**config.mk**
```make
export PLATFORM = sky130hd
export DESIGN_NAME = vram_arbiter
export DESIGN_NICKNAME = d
export VERILOG_FILES = /design/src/rtl/vram_arb_pkg.sv /design/src/rtl/arb_defer_counter.sv /design/src/rtl/vram_arbiter.sv
export SDC_FILE = /design/constraint.sdc
export NUM_CORES = 1
export LEC_CHECK = 0
export BUFFER_PORTS_ARGS = -buffer_cell sky130_fd_sc_hd__buf_2
export CAP_MARGIN = 20
export CORE_ASPECT_RATIO = 0.7
export CORE_MARGIN = 4
export CORE_UTILIZATION = 41
export CTS_CLUSTER_DIAMETER = 40
export DETAILED_ROUTE_END_ITERATION = 10
export GPL_ROUTABILITY_DRIVEN = 0
export PLACE_DENSITY = 0.82
export SLEW_MARGIN = 20
export SYNTH_ARGS = -nofsm -noshare
export SYNTH_HDL_FRONTEND = slang
export SYNTH_HIERARCHICAL = 1
export SYNTH_SLANG_ARGS = --single-unit
```
**constraint.sdc**
```tcl
create_clock -name clk_clk -period 2.27 [get_ports clk_clk]
set_clock_uncertainty 0.05 [all_clocks]
set_input_delay 0.5675 -clock clk_clk [delete_from_list [all_inputs] [get_ports clk_clk]]
set_output_delay 0.5675 -clock clk_clk [all_outputs]
set_load 0.03 [all_outputs]
```
**src/rtl/vram_arb_pkg.sv**
```systemverilog
// Shared types and default sizes for the text-mode VRAM arbiter.
package vram_arb_pkg;

   localparam int unsigned DEF_ADDR_W    = 10;
   localparam int unsigned DEF_DATA_W    = 32;
   localparam int unsigned DEF_MAX_DEFER = 4;

   typedef enum logic [1:0] {
      OWN_NONE = 2'd0,
      OWN_DISP = 2'd1,
      OWN_CPU  = 2'd2
   } owner_t;

   typedef enum logic [0:0] {
      C_IDLE = 1'b0,
      C_RD   = 1'b1
   } cpu_state_t;

endpackage

```
**src/rtl/arb_defer_counter.sv**
```systemverilog
// Counts consecutive cycles a pending CPU access loses to the display;
// force_cpu asserts once the count saturates at MAX_DEFER.
module arb_defer_counter #(
   parameter int unsigned MAX_DEFER = 4
) (
   input  logic clk,
   input  logic reset_n,
   input  logic eligible,
   input  logic lost,
   input  logic granted,
   output logic force_cpu
);

   localparam int unsigned CNT_W = $clog2(MAX_DEFER + 1);

   logic [CNT_W-1:0] cnt_q, cnt_d;

   always_comb begin
      cnt_d = cnt_q;
      if (!eligible || granted) begin
         cnt_d = '0;
      end else if (lost && (cnt_q != CNT_W'(MAX_DEFER))) begin
         cnt_d = cnt_q + 1'b1;
      end
   end

   always_ff @(posedge clk) begin
      if (!reset_n) begin
         cnt_q <= '0;
      end else begin
         cnt_q <= cnt_d;
      end
   end

   assign force_cpu = (cnt_q == CNT_W'(MAX_DEFER));

endmodule

```
**src/rtl/vram_arbiter.sv**
```systemverilog
// Single-port VRAM arbiter: display fetches have fixed priority, the CPU Avalon
// slave is guaranteed a slot after MAX_DEFER consecutive losses.
module vram_arbiter
   import vram_arb_pkg::*;
#(
   parameter int unsigned ADDR_W    = DEF_ADDR_W,
   parameter int unsigned DATA_W    = DEF_DATA_W,
   parameter int unsigned MAX_DEFER = DEF_MAX_DEFER
) (
   input  logic                clk_clk,
   input  logic                reset_reset_n,
   input  logic                avl_read,
   input  logic                avl_write,
   input  logic [ADDR_W-1:0]   avl_address,
   input  logic [DATA_W/8-1:0] avl_byteenable,
   input  logic [DATA_W-1:0]   avl_writedata,
   output logic [DATA_W-1:0]   avl_readdata,
   output logic                avl_waitrequest,
   input  logic                disp_req,
   input  logic [ADDR_W-1:0]   disp_addr,
   output logic                disp_gnt,
   output logic [DATA_W-1:0]   disp_rdata,
   output logic                disp_rvalid,
   output logic [ADDR_W-1:0]   ram_addr,
   output logic                ram_we,
   output logic [DATA_W/8-1:0] ram_be,
   output logic [DATA_W-1:0]   ram_wdata,
   input  logic [DATA_W-1:0]   ram_rdata
);

   cpu_state_t          state_q, state_d;
   owner_t              rd_owner_q, rd_owner_d;
   logic [ADDR_W-1:0]   addr_q, addr_d;
   logic [DATA_W-1:0]   wdata_q, wdata_d;

   logic cpu_wr, cpu_rd, cpu_eligible, cpu_win, disp_win, force_cpu, cpu_lost;

   // A simultaneous read+write is treated as a write only.
   always_comb begin
      cpu_wr       = avl_write;
      cpu_rd       = avl_read & ~avl_write;
      cpu_eligible = reset_reset_n & (state_q == C_IDLE) & (avl_read | avl_write);
      disp_win     = reset_reset_n & disp_req & ~(cpu_eligible & force_cpu);
      cpu_win      = cpu_eligible & ~disp_win;
      cpu_lost     = cpu_eligible & disp_win;
   end

   arb_defer_counter #(
      .MAX_DEFER (MAX_DEFER)
   ) u_defer (
      .clk       (clk_clk),
      .reset_n   (reset_reset_n),
      .eligible  (cpu_eligible),
      .lost      (cpu_lost),
      .granted   (cpu_win),
      .force_cpu (force_cpu)
   );

   always_comb begin
      state_d    = state_q;
      rd_owner_d = OWN_NONE;
      addr_d     = addr_q;
      wdata_d    = wdata_q;
      ram_we     = 1'b0;
      ram_be     = '0;
      ram_addr   = addr_q;
      ram_wdata  = wdata_q;
      disp_gnt   = 1'b0;

      if (disp_win) begin
         disp_gnt   = 1'b1;
         ram_addr   = disp_addr;
         addr_d     = disp_addr;
         rd_owner_d = OWN_DISP;
      end else if (cpu_win) begin
         ram_addr = avl_address;
         addr_d   = avl_address;
         if (cpu_wr) begin
            ram_we    = 1'b1;
            ram_be    = avl_byteenable;
            ram_wdata = avl_writedata;
            wdata_d   = avl_writedata;
         end else if (cpu_rd) begin
            rd_owner_d = OWN_CPU;
            state_d    = C_RD;
         end
      end

      if (state_q == C_RD) begin
         state_d = C_IDLE;
      end
   end

   always_comb begin
      avl_waitrequest = 1'b0;
      avl_readdata    = '0;
      disp_rvalid     = 1'b0;
      disp_rdata      = '0;
      if (!reset_reset_n) begin
         avl_waitrequest = 1'b1;
      end else begin
         if (state_q == C_RD) begin
            avl_readdata = ram_rdata;
         end else if (avl_read || avl_write) begin
            avl_waitrequest = ~(cpu_win & cpu_wr);
         end
         if (rd_owner_q == OWN_DISP) begin
            disp_rvalid = 1'b1;
            disp_rdata  = ram_rdata;
         end
      end
   end

   always_ff @(posedge clk_clk) begin
      if (!reset_reset_n) begin
         state_q    <= C_IDLE;
         rd_owner_q <= OWN_NONE;
         addr_q     <= '0;
         wdata_q    <= '0;
      end else begin
         state_q    <= state_d;
         rd_owner_q <= rd_owner_d;
         addr_q     <= addr_d;
         wdata_q    <= wdata_d;
      end
   end

endmodule

```
==> results of run 1 <==
registers in the layout (all words and copies together) (netlist names):
name and cells:
u_defer/cnt_q 3, state_q 1, rd_owner_q 2, addr_q 10, wdata_q 32
power groups by stage:
stage | combinational [mW] | clock [mW] | sequential [mW]
CTS | 0.812 | 0.639 | 0.892
detailed placement | 0.617 | 0 | 0.904
global route | 0.956 | 0.676 | 0.898
finish | 0.918 | 0.648 | 0.896
global placement | 0.606 | 0 | 0.902
floorplan | 0.378 | 0 | 0.901
synth_stat cells, types with 2 or more instances:
cell type,number
sky130_fd_sc_hd__nand3_1,42
sky130_fd_sc_hd__nand4b_1,3
sky130_fd_sc_hd__a21oi_1,33
sky130_fd_sc_hd__mux2i_1,2
sky130_fd_sc_hd__nand2_1,34
sky130_fd_sc_hd__a211oi_1,10
sky130_fd_sc_hd__a311oi_1,10
sky130_fd_sc_hd__and3_1,36
sky130_fd_sc_hd__ha_1,2
sky130_fd_sc_hd__nor4b_1,2
sky130_fd_sc_hd__dfxtp_1,48
sky130_fd_sc_hd__buf_4,7
sky130_fd_sc_hd__o21ai_0,40
sky130_fd_sc_hd__buf_2,7
sky130_fd_sc_hd__nand3b_1,2
sky130_fd_sc_hd__and2_1,32
sky130_fd_sc_hd__a31oi_1,10
sky130_fd_sc_hd__clkbuf_1,20
sky130_fd_sc_hd__nor2_1,3
sky130_fd_sc_hd__inv_1,6
sky130_fd_sc_hd__o21ai_1,3
through the flow:
| step | setup slack, ns | cells | hold WS [ns] | cell area [um2] | total power, mW |
|---|---|---|---|---|---|
| floorplan | -0.0431 | 367 | 0.424 | 2850 | 1.28 |
| detailed placement | -0.105 | 662 | 0.443 | 4150 | 1.52 |
| global route | -0.288 | 702 | 0.436 | 5560 | 2.53 |
| CTS | -0.198 | 696 | 0.421 | 5240 | 2.34 |
| finish | -0.246 | 702 | 0.424 | 5560 | 2.46 |
| global placement | -0.0102 | 662 | 0.440 | 4150 | 1.51 |
kinds of logic after synthesis:
group / share of synthesized area (%)
mux: 0.722
simple gates: 32.7
fa+ha+maj: 0.902
flops: 34.6
compound gates: 23.6
buf+inv: 7.40
critical path, cell delays in order, from the launching register on:
cell and delay [ns]:
sky130_fd_sc_hd__dfxtp_2 0.35, sky130_fd_sc_hd__inv_2 0.04, sky130_fd_sc_hd__ha_4 0.15, sky130_fd_sc_hd__and2_4 0.16, sky130_fd_sc_hd__and2b_4 0.30, sky130_fd_sc_hd__buf_12 0.13, sky130_fd_sc_hd__buf_16 0.16, sky130_fd_sc_hd__o21ai_4 0.06
sky130_fd_sc_hd__nand2_1 0.10, sky130_fd_sc_hd__buf_6 0.13
timing repair:
| action | CTS | global route |
|---|---|---|
| buffers inserted | 18 | 6 |
| pin swaps | 46 | 14 |
| cloned | 8 | 3 |
| resized for setup | 199 | 97 |
| setup endpoints to repair | 49 | 77 |
| hold buffers | 0 | 0 |
how the worst max path moves through the flow:
| stage | end | slack [ns] | cells past startpoint | startpoint |
|---|---|---|---|---|
| 2_1_floorplan | ram_addr[1] | -0.04 | 6 | u_defer/cnt_q[0]$_SDFFE_PP0P_ |
| 3_3_place_gp | ram_addr[7] | -0.01 | 6 | avl_write |
| 3_5_place_dp | ram_addr[7] | -0.11 | 6 | reset_reset_n |
| 4_1_cts | ram_wdata[30] | -0.20 | 9 | u_defer/cnt_q[1]$_SDFFE_PP0P_ |
| 5_1_grt | ram_wdata[30] | -0.29 | 9 | u_defer/cnt_q[1]$_SDFFE_PP0P_ |
| 6_report | ram_wdata[30] | -0.25 | 9 | u_defer/cnt_q[0]$_SDFFE_PP0P_ |
per-layer routing:
layer  global-route usage, %  vias to the layer above
met4                    8.41                        0
met3                    5.12                       54
met2                    49.7                      285
met5                       0                        -
li1                        -                     1810
met1                    39.3                     2023
layout make-up:
class / count / area (um2) / share of cell area, %
multi-input combinational: 279 / 2240 / 40.3
timing repair buffer: 270 / 2100 / 37.8
sequential: 48 / 965 / 17.4
tap: 91 / 114 / 2.05
clock buffer: 5 / 68.8 / 1.24
clock inverter: 3 / 46.3 / 0.833
inverter: 6 / 25.0 / 0.450
==> Flow_metrics.wiki, run 1 <==
{| class="wikitable"
! Metric !! Value
|-
| Power density relative to cell area || 443 nW/um2
|-
| Count of routing violations after the opening detailed-route iteration || 417
|-
| Critical R2R Capture || u_defer/cnt_q[1]$_SDFFE_PP0P_
|-
| Post-route clock period utilization || 111%
|-
| Placeable core region || 6400 um2
|-
| Fin. max-slew vios || 0
|-
| Switching power share of the total || 35.1%
|-
| Worst Hold Path Cells || 2
|-
| R2r worst-path depth || 11
|-
| NumNets Final || 705
|-
| Violations in the final reports || setup timing
|-
| Setup TNS || -7.97 ns
|-
| Total die area || 8170 um2
|-
| Count of input and output buffers || 206
|-
| Net Sw Power || 0.863 mW
|-
| RSZ-0062 raised after global routing || true
|-
| Die extent in x || 106 um
|-
| Highest Signal Layer || met4
|-
| Avg Cell Area, Syn || 7.56 um2
|-
| Final setup viols || 54
|-
| Start-to-end type of the worst setup path || reg -> out
|-
| Length of the first detailed-routing pass in iterations || 6
|-
| Fraction of registers with async set or reset after synthesis || 0%
|-
| Total half-perimeter wirelength after legalization and detailed placement || 7830 um
|-
| Worst min-delay path endpoint || wdata_q[23]$_SDFF_PN0_
|-
| Final worst path period need || 2.52 ns
|-
| Average routed wire per standard cell || 21.5 um
|-
| Share of post-route cells with drive strength above 1 || 59.9%
|-
| Worst endpoint data arrival time || 1.90 ns
|-
| Count of unique library cells instantiated by Yosys || 36
|-
| Fmax || 0.397 GHz
|-
| RR Startpoint || u_defer/cnt_q[0]$_SDFFE_PP0P_
|-
| Initial antenna violation count || 0
|-
| Antenna diode instance count || 0
|-
| Final routed wirelength across all metal layers || 15100 um
|-
| Post-route ant nets || 0
|-
| Final Hold Violating Endpoints || 0
|-
| Hold path start || wdata_q[23]$_SDFF_PN0_
|-
| Max H-tree Level || 2
|-
| Area contributors post-synth || sky130_fd_sc_hd__dfxtp_1 (35%), sky130_fd_sc_hd__and3_1 (8.1%), sky130_fd_sc_hd__nand3_1 (7.6%)
|-
| Portion of total power attributed to sequential cells || 36.4%
|-
| Area share of the leading cell type in the synthesized netlist || 34.6%
|-
| Number of sinks driven by the clock tree || 48
|-
| Worst max-slew margin expressed relative to the limit || 64.0%
|-
| Count of flip-flops with a built-in enable after synthesis || 0
|-
| Worst-Margin Slew || 0.534 ns
|-
| Post-synth net total || 462
|-
| TritonCTS buffer count || 5
|-
| Top flip-flop cell by instance count after synthesis || sky130_fd_sc_hd__dfxtp_1
|-
| CP max FO || 8
|-
| Buffer type at the clock tree root || sky130_fd_sc_hd__clkbuf_8
|-
| Status || complete, but fails checks
|-
| TritonCTS clock tree || built
|-
| Static leakage || 2.71 nW
|-
| Bufs on Longest Clock Path || 2
|-
| Critical Path Source Type || register
|-
| Routed metal-1 wire length || 5780 um
|-
| Share of total power in combinational logic || 37.3%
|-
| Pin count of the biggest net entering global routing || 37
|-
| Max capacitance violation total || 0
|-
| Clock-pin slew of the registers on the worst-case setup and hold paths || 0.10 ns
|-
| Total grt overflow || 0
|-
| Per-cell via count in the routed design || 5.94
|-
| Starting density of the core || 43.4%
|-
| Hold WC Path Type || reg -> reg
|-
| Insertion delay of the later-clocked pin in the worst-skew pair || 0.30 ns
|-
| Most common cell after layout, fill and taps aside || sky130_fd_sc_hd__buf_2
|-
| All-layer global routing usage || 29.7%
|-
| Required arrival time at the worst endpoint || 1.65 ns
|-
| Number of vias after detailed routing || 4172
|-
| Via count of the first global-routing pass || 3863
|-
| Met3 wire len || 1140 um
|-
| Final cell utilization of the core || 86.9%
|-
| R2R Setup Slk || -0.04 ns
|-
| Y dimension of the die || 76.8 um
|-
| First-pass GRT wire length || 19900 um
|-
| Number of instances in the synthesized netlist || 367
|-
| Worst VDD drop || 319 uV
|-
| Portion of the post-synthesis area used by sequential elements || 34.6%
|-
| Final worst slack || -0.246 ns
|-
| Layout filler cell count || 330
|-
| Number of placement rows || 24
|-
| Cell Area, Synth || 2770 um2
|-
| Post-synthesis sequential element count || 48
|-
| Int Pwr || 1.60 mW
|-
| Sort of element at the end of the critical path || primary output
|-
| Met2 WL || 7660 um
|-
| Highest-count cells in the layout ignoring fill and taps || sky130_fd_sc_hd__buf_2 (127), sky130_fd_sc_hd__buf_4 (78), sky130_fd_sc_hd__buf_6 (51)
|-
| Yosys synthesis warning count || 6
|-
| Library cell with the largest summed area after synthesis || sky130_fd_sc_hd__dfxtp_1
|-
| DRC viols || 0
|-
| Ports placed on the boundary || 207
|-
| Area delta synth->final || 100%
|-
| Share of total power in the clock network || 26.3%
|}
No activity file was read; power rests on OpenSTA's default activity.
==> run 2, diff against run 1 <==
Settings changed: CORE_UTILIZATION 41 to 42, CTS_BUF_LIST set to sky130_fd_sc_hd__clkbuf_8, PLACE_DENSITY 0.82 to 0.83.
==> Flow_metrics.wiki, run 2 (synthesis results as in run 1) <==
{| class="wikitable"
! Metric !! Value
|-
| Status || complete, but fails checks (unchanged)
|-
| Violations in the final reports || setup timing (unchanged)
|-
| Static leakage || 2.65 nW (was 2.71 nW)
|-
| Total grt overflow || 0 (unchanged)
|-
| Post-route clock period utilization || 113% (was 111%)
|-
| Number of vias after detailed routing || 4261 (was 4172)
|-
| All-layer global routing usage || 26.8% (was 29.7%)
|-
| Per-cell via count in the routed design || 6.26 (was 5.94)
|-
| Average routed wire per standard cell || 22.3 um (was 21.5 um)
|-
| Pin count of the biggest net entering global routing || 37 (unchanged)
|-
| Post-layout total power || 2.32 mW (was 2.46 mW)
|-
| DRC viols || 0 (unchanged)
|-
| Worst VDD drop || 304 uV (was 319 uV)
|-
| Antenna diode instance count || 0 (unchanged)
|-
| Worst Hold Path Cells || 2 (unchanged)
|-
| Final Hold Violating Endpoints || 0 (unchanged)
|-
| Most common cell after layout, fill and taps aside || sky130_fd_sc_hd__buf_2 (unchanged)
|-
| Final routed wirelength across all metal layers || 15200 um (was 15100 um)
|-
| Number of flip-flops in the largest register || 32 (unchanged)
|-
| Power density relative to cell area || 436 nW/um2 (was 443 nW/um2)
|-
| Number of placement rows || 24 (unchanged)
|-
| Worst endpoint data arrival time || 1.95 ns (was 1.90 ns)
|-
| Length of the first detailed-routing pass in iterations || 8 (was 6)
|-
| Fmax || 0.390 GHz (was 0.397 GHz)
|-
| Biggest register || wdata_q (unchanged)
|-
| Y dimension of the die || 76.0 um (was 76.8 um)
|-
| Hold-fix buffer count after cts || 0 (unchanged)
|-
| Hold WC Path Type || reg -> reg (unchanged)
|-
| Largest registers in the final layout || wdata_q: 32 flops, addr_q: 10 flops, u_defer/cnt_q: 3 flops (unchanged)
|-
| Max capacitance violation total || 0 (unchanged)
|-
| Fin. max-slew vios || 0 (unchanged)
|-
| Start-to-end type of the worst setup path || reg -> out (unchanged)
|-
| Required arrival time at the worst endpoint || 1.65 ns (about the same)
|-
| TritonCTS buffer count || 5 (unchanged)
|-
| R2r worst-path depth || 9 (was 11)
|-
| Post-route ant nets || 0 (unchanged)
|-
| Bufs on Longest Clock Path || 2 (unchanged)
|-
| Number of sinks driven by the clock tree || 48 (unchanged)
|-
| Highest-count cells in the layout ignoring fill and taps || sky130_fd_sc_hd__buf_2 (146), sky130_fd_sc_hd__buf_4 (53), sky130_fd_sc_hd__buf_6 (51) (was sky130_fd_sc_hd__buf_2 (127), sky130_fd_sc_hd__buf_4 (78), sky130_fd_sc_hd__buf_6 (51))
|-
| Via count of the first global-routing pass || 3498 (was 3863)
|-
| Share of post-route cells with drive strength above 1 || 60.2% (was 59.9%)
|-
| Final setup viols || 51 (was 54)
|-
| Ports placed on the boundary || 207 (unchanged)
|-
| Worst max-slew margin expressed relative to the limit || 65.4% (was 64.0%)
|-
| CP max FO || 5 (was 8)
|-
| RSZ-0062 raised after global routing || true (unchanged)
|-
| Starting density of the core || 44.0% (was 43.4%)
|-
| Final worst path period need || 2.57 ns (was 2.52 ns)
|-
| Placeable core region || 6310 um2 (was 6400 um2)
|-
| TritonCTS clock tree || built (unchanged)
|-
| Die extent in x || 105 um (was 106 um)
|-
| Total die area || 7990 um2 (was 8170 um2)
|-
| Area delta synth->final || 91.6% (was 100%)
|-
| Max H-tree Level || 2 (unchanged)
|-
| Sort of element at the end of the critical path || primary output (unchanged)
|-
| Worst-Margin Slew || 0.514 ns (was 0.534 ns)
|-
| NumNets Final || 697 (was 705)
|-
| Count of routing violations after the opening detailed-route iteration || 538 (was 417)
|-
| Critical Path Source Type || register (unchanged)
|-
| Initial antenna violation count || 0 (unchanged)
|-
| Buffer type at the clock tree root || sky130_fd_sc_hd__clkbuf_8 (unchanged)
|-
| Final worst slack || -0.296 ns (was -0.246 ns)
|-
| Setup TNS || -11.35 ns (was -7.97 ns)
|-
| Insertion delay of the later-clocked pin in the worst-skew pair || 0.31 ns (was 0.30 ns)
|-
| Clock-pin slew of the registers on the worst-case setup and hold paths || 0.10 ns (about the same)
|-
| Total half-perimeter wirelength after legalization and detailed placement || 7400 um (was 7830 um)
|-
| First-pass GRT wire length || 17900 um (was 19900 um)
|-
| Count of input and output buffers || 206 (unchanged)
|}
[run 2: cell count changes in the layout (fill, tap and decap cells not counted), sizes merged]
cell | previous run | this run
clkinvlp | 1 | 0
inv | 7 | 6
bufinv | 1 | 0
clkinv | 0 | 3
buf | 266 | 257
clkbuf | 9 | 10
[run 2: critical path, stage by stage (launching register included)]
cell and delay, ns:
sky130_fd_sc_hd__dfxtp_2 0.36, sky130_fd_sc_hd__inv_2 0.06, sky130_fd_sc_hd__ha_4 0.16, sky130_fd_sc_hd__and2_4 0.17, sky130_fd_sc_hd__and2b_4 0.38, sky130_fd_sc_hd__buf_12 0.16, sky130_fd_sc_hd__o21ai_0 0.12, sky130_fd_sc_hd__nand2_1 0.11
sky130_fd_sc_hd__buf_6 0.13
[run 2: power breakdown]
part           switching, mW  internal [mW]
Combinational          0.524          0.366
Clock                  0.314          0.216
Sequential            0.0198          0.877
Total                  0.859           1.46
[run 2: cell type report]
type | count | area (um2)
repair buffers | 262 | 1950
fillers | 328 | 991
clock inverters | 3 | 18.8
well taps | 78 | 97.6
multi-input cells | 279 | 2200
inverters | 6 | 22.5
flip-flops and latches | 48 | 963
clock buffers | 5 | 68.8
[run 2: path summary, 6_finish.rpt]
kind / end / slack, ns / start
setup / recovery: ram_wdata[27] / -0.30 / u_defer/cnt_q[1]$_SDFFE_PP0P_
hold / removal: wdata_q[1]$_SDFF_PN0_ / 0.43 / wdata_q[1]$_SDFF_PN0_
setup reg to reg: u_defer/cnt_q[1]$_SDFFE_PP0P_ / 0.17 / u_defer/cnt_q[1]$_SDFFE_PP0P_
hold reg to reg: wdata_q[1]$_SDFF_PN0_ / 0.43 / wdata_q[1]$_SDFF_PN0_
[run 2: per-layer routing]
layer	track usage [%]	part of all wire, %	vias to the layer above
met4	4.33	5.2	0
met5	0	0	-
met2	46.5	49	360
li1	-	-	1802
met1	35.6	36	2000
met3	4.57	9.2	99
[run 2: metrics by stage]
step	setup WS (ns)	utilization [%]	hold WS [ns]	instances	cell area (um2)
3_3_place_gp	-0.0545	64.5	0.437	642	4070
5_1_grt	-0.353	84.3	0.453	681	5320
6_report	-0.296	84.3	0.429	681	5320
3_5_place_dp	-0.0769	64.5	0.443	642	4070
2_1_floorplan	-0.0431	-	0.424	367	2850
4_1_cts	-0.209	76.3	0.423	665	4810
[run 2: timing repair]
item / CTS / global route
hold endpoints to repair: 0 / 0
gates resized for setup: 157 / 97
endpoints found under the setup margin: 49 / 86
gates cloned: 5 / 6
setup buffers: 10 / 10
pin swaps: 31 / 31
